## config.mk

```make
export PLATFORM = sky130hd
export DESIGN_NAME = stream_requant
export DESIGN_NICKNAME = d
export VERILOG_FILES = /design/src/rtl/stream_requant_pkg.sv /design/src/rtl/stream_requant_core.sv /design/src/rtl/stream_requant.sv
export SDC_FILE = /design/constraint.sdc
export NUM_CORES = 2
export LEC_CHECK = 0
export CORE_ASPECT_RATIO = 1.1
export CORE_MARGIN = 3
export CORE_UTILIZATION = 61
export CTS_CLUSTER_SIZE = 12
export DETAILED_ROUTE_END_ITERATION = 12
export HOLD_SLACK_MARGIN = 0.1
export PLACE_DENSITY_LB_ADDON = 0.08
export SYNTH_ARGS = -nofsm -noshare
export SYNTH_HDL_FRONTEND = slang
export SYNTH_SLANG_ARGS = --single-unit
```

## constraint.sdc

```tcl
create_clock -name clk -period 17.5 [get_ports clk]
set_clock_uncertainty 0.15 [all_clocks]
set_input_delay 1.75 -clock clk [delete_from_list [all_inputs] [get_ports clk]]
set_output_delay 1.75 -clock clk [all_outputs]
set_load 0.02 [all_outputs]
```

## src/rtl/stream_requant_pkg.sv

```systemverilog
`default_nettype none
// ============================================================================
// Module   : stream_requant_pkg
// Purpose  : Shared helpers for the requantization datapath and its
//            downstream consumers (stream_vector_mem).
//            - sat_yw     : signed saturation bounds for a Y_W-bit result
//            - round_bit  : one bit of the round-half-up constant 2^(shift-1)
// Ports    : none (package)
// Revision : 1.0 - initial release
// ============================================================================
package stream_requant_pkg;

    // Upper (is_max=1) or lower (is_max=0) bound of a signed y_w-bit value.
    // Returned as a 64-bit value so callers can size-cast it to any width.
    function automatic longint sat_yw(input int y_w, input bit is_max);
        longint v_bound;
        if (is_max) begin
            v_bound = (64'sd1 <<< (y_w - 1)) - 64'sd1;
        end else begin
            v_bound = -(64'sd1 <<< (y_w - 1));
        end
        return v_bound;
    endfunction

    // Bit idx of the rounding constant added before an arithmetic right
    // shift by `shift`. The constant is 2^(shift-1), or zero for shift==0.
    // Bit-wise form lets each caller build the constant at its own width.
    function automatic logic round_bit(input int shift, input int idx);
        return (shift != 0) && (idx == shift - 1);
    endfunction

endpackage : stream_requant_pkg
`default_nettype wire

```

## src/rtl/stream_requant_core.sv

```systemverilog
`default_nettype none
// ============================================================================
// Module   : requant_core
// Purpose  : Pure 3-stage requantization datapath. All stages advance
//            together when i_adv is high and hold otherwise.
//              S1: p = x * mult              (X_W+M_W bits, full precision)
//              S2: r = (p + 2^(shift-1)) >>> shift   (one bit wider)
//              S3: y = clamp(r + zp) to signed Y_W, sign-extended to X_W
// Ports    : clk, rst     - clock, synchronous active-high reset
//            i_adv        - pipeline enable
//            i_data       - signed accumulator input (X_W)
//            i_mult/i_shift/i_zp - quasi-static scale, shift, zero point
//            o_data       - stage-3 result (X_W, sign-extended)
//            o_sat        - stage-3 result was clamped
// Revision : 1.0 - initial release
// ============================================================================
module requant_core
    import stream_requant_pkg::*;
#(
    parameter int X_W     = 32,
    parameter int Y_W     = 8,
    parameter int M_W     = 16,
    parameter int SHIFT_W = 6
) (
    input  logic               clk,
    input  logic               rst,
    input  logic               i_adv,
    input  logic [X_W-1:0]     i_data,
    input  logic [M_W-1:0]     i_mult,
    input  logic [SHIFT_W-1:0] i_shift,
    input  logic [Y_W-1:0]     i_zp,
    output logic [X_W-1:0]     o_data,
    output logic               o_sat
);

    localparam int P_W = X_W + M_W;   // full product width
    localparam int R_W = P_W + 1;     // rounding sum cannot overflow
    localparam int S_W = P_W + 2;     // zero-point sum cannot overflow

    localparam logic signed [S_W-1:0] c_SAT_HI   = S_W'(sat_yw(Y_W, 1'b1));
    localparam logic signed [S_W-1:0] c_SAT_LO   = S_W'(sat_yw(Y_W, 1'b0));
    localparam logic        [X_W-1:0] c_SAT_HI_X = X_W'(sat_yw(Y_W, 1'b1));
    localparam logic        [X_W-1:0] c_SAT_LO_X = X_W'(sat_yw(Y_W, 1'b0));

    // ---------------- Stage 1: full-precision signed multiply -------------
    logic signed [P_W-1:0] w_x_ext;
    logic signed [P_W-1:0] w_m_ext;
    logic signed [P_W-1:0] w_prod;
    logic signed [P_W-1:0] r_p;

    // Both operands sign-extended to the product width so the low P_W bits
    // of the multiply are the exact signed product.
    assign w_x_ext = {{M_W{i_data[X_W-1]}}, i_data};
    assign w_m_ext = {{X_W{i_mult[M_W-1]}}, i_mult};
    assign w_prod  = w_x_ext * w_m_ext;

    // ---------------- Stage 2: round half up, arithmetic shift ------------
    logic        [R_W-1:0] w_rc;
    logic signed [R_W-1:0] w_p_wide;
    logic signed [R_W-1:0] w_rsum;
    logic signed [R_W-1:0] w_r;
    logic signed [R_W-1:0] r_r;

    for (genvar gi = 0; gi < R_W; gi++) begin : g_rc
        assign w_rc[gi] = round_bit(int'(i_shift), gi);
    end

    assign w_p_wide = {r_p[P_W-1], r_p};
    assign w_rsum   = w_p_wide + $signed(w_rc);
    assign w_r      = w_rsum >>> i_shift;

    // ---------------- Stage 3: zero point and saturation ------------------
    logic signed [S_W-1:0] w_s;
    logic                  w_over;
    logic                  w_under;
    logic        [X_W-1:0] w_y;

    // Bounds are compared against the full-width sum, so large values can
    // never wrap into range.
    assign w_s     = {r_r[R_W-1], r_r} + {{(S_W-Y_W){i_zp[Y_W-1]}}, i_zp};
    assign w_over  = (w_s > c_SAT_HI);
    assign w_under = (w_s < c_SAT_LO);
    assign w_y     = w_over  ? c_SAT_HI_X :
                     w_under ? c_SAT_LO_X : w_s[X_W-1:0];

    always_ff @(posedge clk) begin
        if (rst) begin
            r_p    <= '0;
            r_r    <= '0;
            o_data <= '0;
            o_sat  <= 1'b0;
        end else if (i_adv) begin
            r_p    <= w_prod;
            r_r    <= w_r;
            o_data <= w_y;
            o_sat  <= w_over | w_under;
        end
    end

endmodule : requant_core
`default_nettype wire

```

## src/rtl/stream_requant.sv

```systemverilog
`default_nettype none
// ============================================================================
// Module   : stream_requant
// Purpose  : AXI-Stream requantizer, signed X_W accumulators to signed Y_W
//            activations (sign-extended to X_W). 3-stage pipeline with a
//            single global advance; full throughput, tlast carried per beat.
// Ports    : clk, rst                   - clock, sync active-high reset
//            in_tdata/tlast/tvalid/tready   - input stream
//            out_tdata/tlast/tvalid/tready  - output stream
//            MULT, SHIFT, ZP            - quasi-static requant settings
//            busy                       - any stage holds a valid beat
//            sat_flag                   - sticky: an output beat was clamped
// Revision : 1.0 - initial release
// ============================================================================
module stream_requant
    import stream_requant_pkg::*;
#(
    parameter int X_W     = 32,
    parameter int Y_W     = 8,
    parameter int M_W     = 16,
    parameter int SHIFT_W = 6
) (
    input  logic               clk,
    input  logic               rst,
    input  logic [X_W-1:0]     in_tdata,
    input  logic               in_tlast,
    input  logic               in_tvalid,
    output logic               in_tready,
    output logic [X_W-1:0]     out_tdata,
    output logic               out_tlast,
    output logic               out_tvalid,
    input  logic               out_tready,
    input  logic [M_W-1:0]     MULT,
    input  logic [SHIFT_W-1:0] SHIFT,
    input  logic [Y_W-1:0]     ZP,
    output logic               busy,
    output logic               sat_flag
);

    logic w_adv;
    logic w_sat3;
    logic r_v1, r_v2, r_v3;
    logic r_l1, r_l2, r_l3;
    logic r_sat_flag;

    // The whole pipe moves whenever the head can drain or is empty. There
    // is no skid register, so in_tready is combinational from out_tready.
    assign w_adv     = out_tready | ~r_v3;
    assign in_tready = w_adv;

    always_ff @(posedge clk) begin
        if (rst) begin
            r_v1 <= 1'b0;
            r_v2 <= 1'b0;
            r_v3 <= 1'b0;
            r_l1 <= 1'b0;
            r_l2 <= 1'b0;
            r_l3 <= 1'b0;
        end else if (w_adv) begin
            r_v1 <= in_tvalid;
            r_l1 <= in_tvalid & in_tlast;
            r_v2 <= r_v1;
            r_l2 <= r_l1;
            r_v3 <= r_v2;
            r_l3 <= r_l2;
        end
    end

    always_ff @(posedge clk) begin
        if (rst) begin
            r_sat_flag <= 1'b0;
        end else if (r_v3 & out_tready & w_sat3) begin
            r_sat_flag <= 1'b1;
        end
    end

    requant_core #(
        .X_W     (X_W),
        .Y_W     (Y_W),
        .M_W     (M_W),
        .SHIFT_W (SHIFT_W)
    ) u_core (
        .clk     (clk),
        .rst     (rst),
        .i_adv   (w_adv),
        .i_data  (in_tdata),
        .i_mult  (MULT),
        .i_shift (SHIFT),
        .i_zp    (ZP),
        .o_data  (out_tdata),
        .o_sat   (w_sat3)
    );

    assign out_tvalid = r_v3;
    assign out_tlast  = r_l3;
    assign busy       = r_v1 | r_v2 | r_v3;
    assign sat_flag   = r_sat_flag;

endmodule : stream_requant
`default_nettype wire

```

# ---- Word level (Yosys, flattened, before mapping)
# Cells that the tools add are included.
dict set report word_totals {
  register_bits 137
  inputBits 67
  output_inout_bits 37
  elab_cells 127
}
dict set report classes {
  n_addsub 3
  mul 1
  magnitude_cmp 2
  eq_ne 48
  shifts 1
  muxes 2
  bitwise_logic 8
  n_reduce_logical 51
}
# op count
set op_table {}
lappend op_table {{$eq 7x32->1 const A} 17}
lappend op_table {{$eq 6x32->1 const A} 16}
lappend op_table {{$eq 5x32->1 const A} 8}
lappend op_table {{$eq 4x32->1 const A} 4}
lappend op_table {{$eq 3x32->1 const A} 2}
lappend op_table {{$mux 32} 2}
lappend op_table {{$add 49x8->50} 1}
lappend op_table {{$gt 50x8->1 const B} 1}
lappend op_table {{$lt 50x8->1 const B} 1}
lappend op_table {{$add 48x49->49} 1}
lappend op_table {{$logic_and 1x1->1} 49}
lappend op_table {{$sshr 49x6->49} 1}
lappend op_table {{$mul 32x16->48} 1}
lappend op_table {{$eq 2x32->1 const A} 1}
lappend op_table {{$logic_not 32->1} 1}
lappend op_table {{$sub 6x1->7 const B} 1}
lappend op_table {{$reduce_bool 6->1} 1}
lappend op_table {{$or 1x1->1} 4}
lappend op_table {{$and 1x1->1} 3}
lappend op_table {{$not 1->1} 1}

# ---- Logic depth before layout (Yosys ltp)
dict set report depth {
  word_depth 5
  depth_mapped 28
  ltp_nobuf 26
}

# ---- Modules after synthesis
# Synthesis repeated with hierarchy kept, for this count alone.
dict set report unflattened {
  hier_cells 4186
  area_unflattened_um2 33310.7
}
# module n_inst cells_per_inst area_each_um2 seq_area_each_um2
set by_module_without_submodules {}
lappend by_module_without_submodules {requant_core 1 4161 33055.5 2602.5}
lappend by_module_without_submodules {stream_requant 1 25 255.2 140.1}

# ---- Worst setup path before layout
# No wires, ideal clock.
dict set report synth_timing {
  path_type {input to register}
  startpoint {input port in_tdata[10]}
  endpoint {register u_core.r_p[47]}
  setup_ps 117
  arrival_ps 7897
  required_ps 17233
  path_slack_ps 9337
  stages 24
  n_path_buf 1
  path_cell_list {clkbuf_1 -> nand2_1 -> fa_1 -> fa_1 -> fa_1 -> fa_1 -> inv_1 -> fa_1 -> inv_1 -> fa_1 -> inv_1 -> ha_1 -> a21o_1 -> a21o_1 -> a221oi_1 -> o21bai_1 -> a2bb2oi_1 -> o21a_1 -> o211ai_1 -> a31oi_1 -> o221ai_1 -> o21ai_0 -> xnor2_1 -> a22o_1}
}
dict set report synth_between {
  elab_chain_len 1
}
# element line
set synth_lines {}
lappend synth_lines {{start, declared} stream_requant.sv:25} ;# input logic [X_W-1:0] in_tdata,
lappend synth_lines {{$mul 32x16->48} stream_requant_core.sv:55} ;# assign w_prod = w_x_ext * w_m_ext;
lappend synth_lines {{end signal, assigned} stream_requant_core.sv:93} ;# r_p <= w_prod;
lappend synth_lines {{end, declared} stream_requant_core.sv:49} ;# logic signed [P_W-1:0] r_p;
# Every way passes these cells.
# A chain may end at the register's enable or synchronous reset.

# ---- Worst setup path after layout
dict set report layout_timing {
  startpoint {input port in_tdata[9]}
  endpoint {register u_core.r_p[47]}
}
# The elaborated chain is that of the path after synthesis.

==> key figures <==
Synth
  • Area of the mapped netlist: 33000 um2
  • Largest area contributor in the netlist: fa_1
  • Mux cell area share after synthesis: 0.0410
  • Synthesized flop and latch total: 137
  • Synth top area share: 0.296
  • Post-synth top flop: dfxtp_1
  • XOR/XNOR Fraction of Synth Area: 0.0352
  • Post-synth EDFFs: 0
  • Largest family of logic cells by synthesized area: adder cells
  • Register area share after synthesis: 0.0830
  • Post-synth ARST share: 0
  • Syn_area_per_cell: 8.08 um2
  • Top cells by instance count after synthesis: 636 x inv_1, 531 x nand2_1, 488 x fa_1, 239 x a21oi_1, 233 x nor2_1
  • Yosys Warn Count: 0
  • Mapped Nets: 4857
  • Synth unique cells: 116
  • Simple-Gate Fraction of Synth Area: 0.187
  • Synth Area in Adders: 0.376
  • Most frequent cell after synthesis: inv_1
  • Synth top area cells: fa_1 30%, dfxtp_1 8.3%, ha_1 8.0%
  • Compound-cell area share of the yosys netlist: 0.178
  • Post-synthesis cell count: 4091

STA
  • Fin crit share: 0.520
  • Max-slew violations: 0
  • WHS: 0.306 ns
  • Worst-Margin Slew: 1.21 ns
  • Final TNS setup: 0 ns
  • # setup viols final: 0
  • Peak Freq: 110 MHz
  • Final hold vios: 0
  • Unrepaired setup endpoints after global routing: no
  • Min Tclk post-route: 9.10 ns
  • Normalized max-slew margin: 0.183
  • Worst setup margin: 8.40 ns

Clock tree
  • CTS tree: yes
  • Clk buf depth: 2
  • Clock Pin Slew Worst Setup and Hold Paths: 0.07 ns
  • CTS sink cnt: 137
  • Post-CTS sizing: 0
  • TritonCTS buffer count: 17
  • CTS H-tree depth: 4
  • Clock latency on the worst-skew pair: 0.47 ns
  • Clk root buf: clkbuf_16
  • Setup Buffers After CTS: 0
  • CTS Hold Bufs: 0

Global routing
  • First-pass GRT wire length: 159000 um
  • Overall Global Routing Usage: 0.349
  • Vias in the first global route: 29800
  • Initial antenna violation count: 0
  • Pin count of the biggest net entering global routing: 59
  • Overflow after GRT: 0

Finish
  • Share of cells above drive strength 1: 0.0490
  • Area Growth Syn to Fin: 5.59%
  • ANT cells: 0
  • Nets: 4796

Placement
  • Port Buf Inserts: 103
  • DP Worst Slack: 7.94 ns
  • Routability cong.: 1.05
  • Post-DP HPWL: 78300 um

Setup path
  • CP max stage delay: 1.03 ns
  • Startpoint Class: input pin
  • CP Max Fanout: 16
  • Slowest cell on the critical path: clkdlybuf4s50_1
  • CP Class: input pin to flop
  • Critical-path cell list: clkdlybuf4s50_1, nand2_1, fa_1, fa_1, fa_1, fa_1, inv_1, fa_1, inv_1, fa_1, inv_1, ha_1, a21o_1, a21o_1, a221oi_1, o21bai_1, a2bb2oi_1, o21a_1, o211ai_1, a31oi_1, o221ai_1, o21ai_0, xnor2_1, a22o_1
  • Reg2reg end: u_core.o_sat
  • Most used cell, CP: fa_1
  • Worst Setup EP: u_core.r_p[47]
  • Endpoint class of the critical path: flop
  • CP arrival: 9.31 ns
  • Setup slack, reg-to-reg: 11.58 ns
  • CP startpoint: in_tdata[9]
  • FF-to-FF Start: u_core.r_r[0]
  • Reg2Reg Depth: 13
  • CP Data Required Time: 17.71 ns

Route
  • Initial DRC Count: 1942
  • Via count: 29100
  • DR vias/cell: 6.11
  • # DRC: 0
  • Final ANT Viol Nets: 0
  • Final wirelength: 98400 um
  • Routed len/inst: 20.7 um
  • First drt pass iteration count: 7

Flow run
  • Max_cap viols: 0

Power
  • Sw frac: 0.525
  • Peak VDD IR: 0.000278 V
  • Sw Pwr: 4.37 mW
  • Cell leakage power: 16.4 nW
  • Pint: 3.96 mW
  • Pwr dens: 239 nW/um2
  • Logic pwr share: 0.896
  • Clock power share: 0.044
  • Reg power frac: 0.060

Floorplanning
  • Row Count: 88
  • Core ar.: 53000 um2
  • Die height: 250 um
  • Chip Width: 228 um
  • IO Count: 104
  • Die area: 57000 um2
  • Starting density of the core: 0.624

Run status
  • Outcome: finished, final reports clean

Hold path
  • Cells on Worst Hold Path: 2
  • Hold Path Class: flop to flop
==> cells in the final DEF, fill, tap and decap left out, types with 88 or more instances in the layout <==
cell type,instances
o21ai_0,128
and2_1,218
nand2_1,531
fa_1,488
ha_1,211
dfxtp_1,137
xnor2_1,88
inv_1,634
a21oi_1,238
clkdlybuf4s50_1,99
nor2_1,233
==> sequential cells by signal, indices dropped and copies added (netlist names) <==
name / count
r_l2: 1
u_core.o_data: 32
r_v1: 1
r_v2: 1
sat_flag: 1
out_tvalid: 1
out_tlast: 1
r_l1: 1
u_core.o_sat: 1
u_core.r_p: 48
u_core.r_r: 49
==> per-stage QoR <==
step | cells | power, mW | cell area, um2 | util
after floorplan | 4091 | 6.49 | 33000 | -
after global placement | 4731 | 7.82 | 34300 | 0.648
after detailed placement | 4731 | 7.96 | 34300 | 0.648
after CTS | 4763 | 8.36 | 34900 | 0.659
after global routing | 4763 | 9.51 | 34900 | 0.659
final | 4763 | 8.33 | 34900 | 0.659
==> metal layers <==
metal	track usage	part of all wire	up-vias	routed length, um
met2	0.603	0.48	1205	47500
met4	0.196	0.063	0	6160
met1	0.415	0.39	14100	38300
li1	-	-	13400	-
met5	0	0	-	0
met3	0.0597	0.065	329	6430
==> cell type report <==
type,count,area (um2)
clock buffers,17,425
flip-flops and latches,137,2740
multi-input cells,3093,27000
well taps,720,901
fillers,4670,18100
inverters,641,2410
clock inverters,15,153
repair buffers,140,1290
==> power groups by stage <==
stage | sequential, mW | clock (mW) | combinational, mW
detailed placement | 0.507 | 0 | 7.46
floorplan | 0.511 | 0 | 5.98
finish | 0.502 | 0.367 | 7.46
global placement | 0.505 | 0 | 7.31
global route | 0.511 | 0.380 | 8.62
CTS | 0.500 | 0.368 | 7.49
==> critical path: cells and delay by family <==
family          cells  cell delay, ns
buf+inv             4            1.17
compound gates     11            2.72
simple gates        1            0.18
xor+xnor            1            0.10
fa+ha+maj           7            3.39
==> worst min-delay path by stage <==
stage                          end           start
floorplan           u_core.r_r[40]  u_core.r_r[40]
global placement    u_core.r_r[41]  u_core.r_r[41]
detailed placement  u_core.r_r[41]  u_core.r_r[41]
CTS                           r_l1            r_l1
global route        u_core.r_r[41]  u_core.r_r[41]
finish                        r_l1            r_l1
==> cells by family (layout without fill, tap and decap cells) <==
logic type,Yosys count,count (layout)
simple gates,1295,1295
mux,105,105
xor+xnor,129,129
fa+ha+maj,699,699
flops,137,137
buf+inv,861,813
compound gates,865,865
No activity file was read; power rests on OpenSTA's default activity.
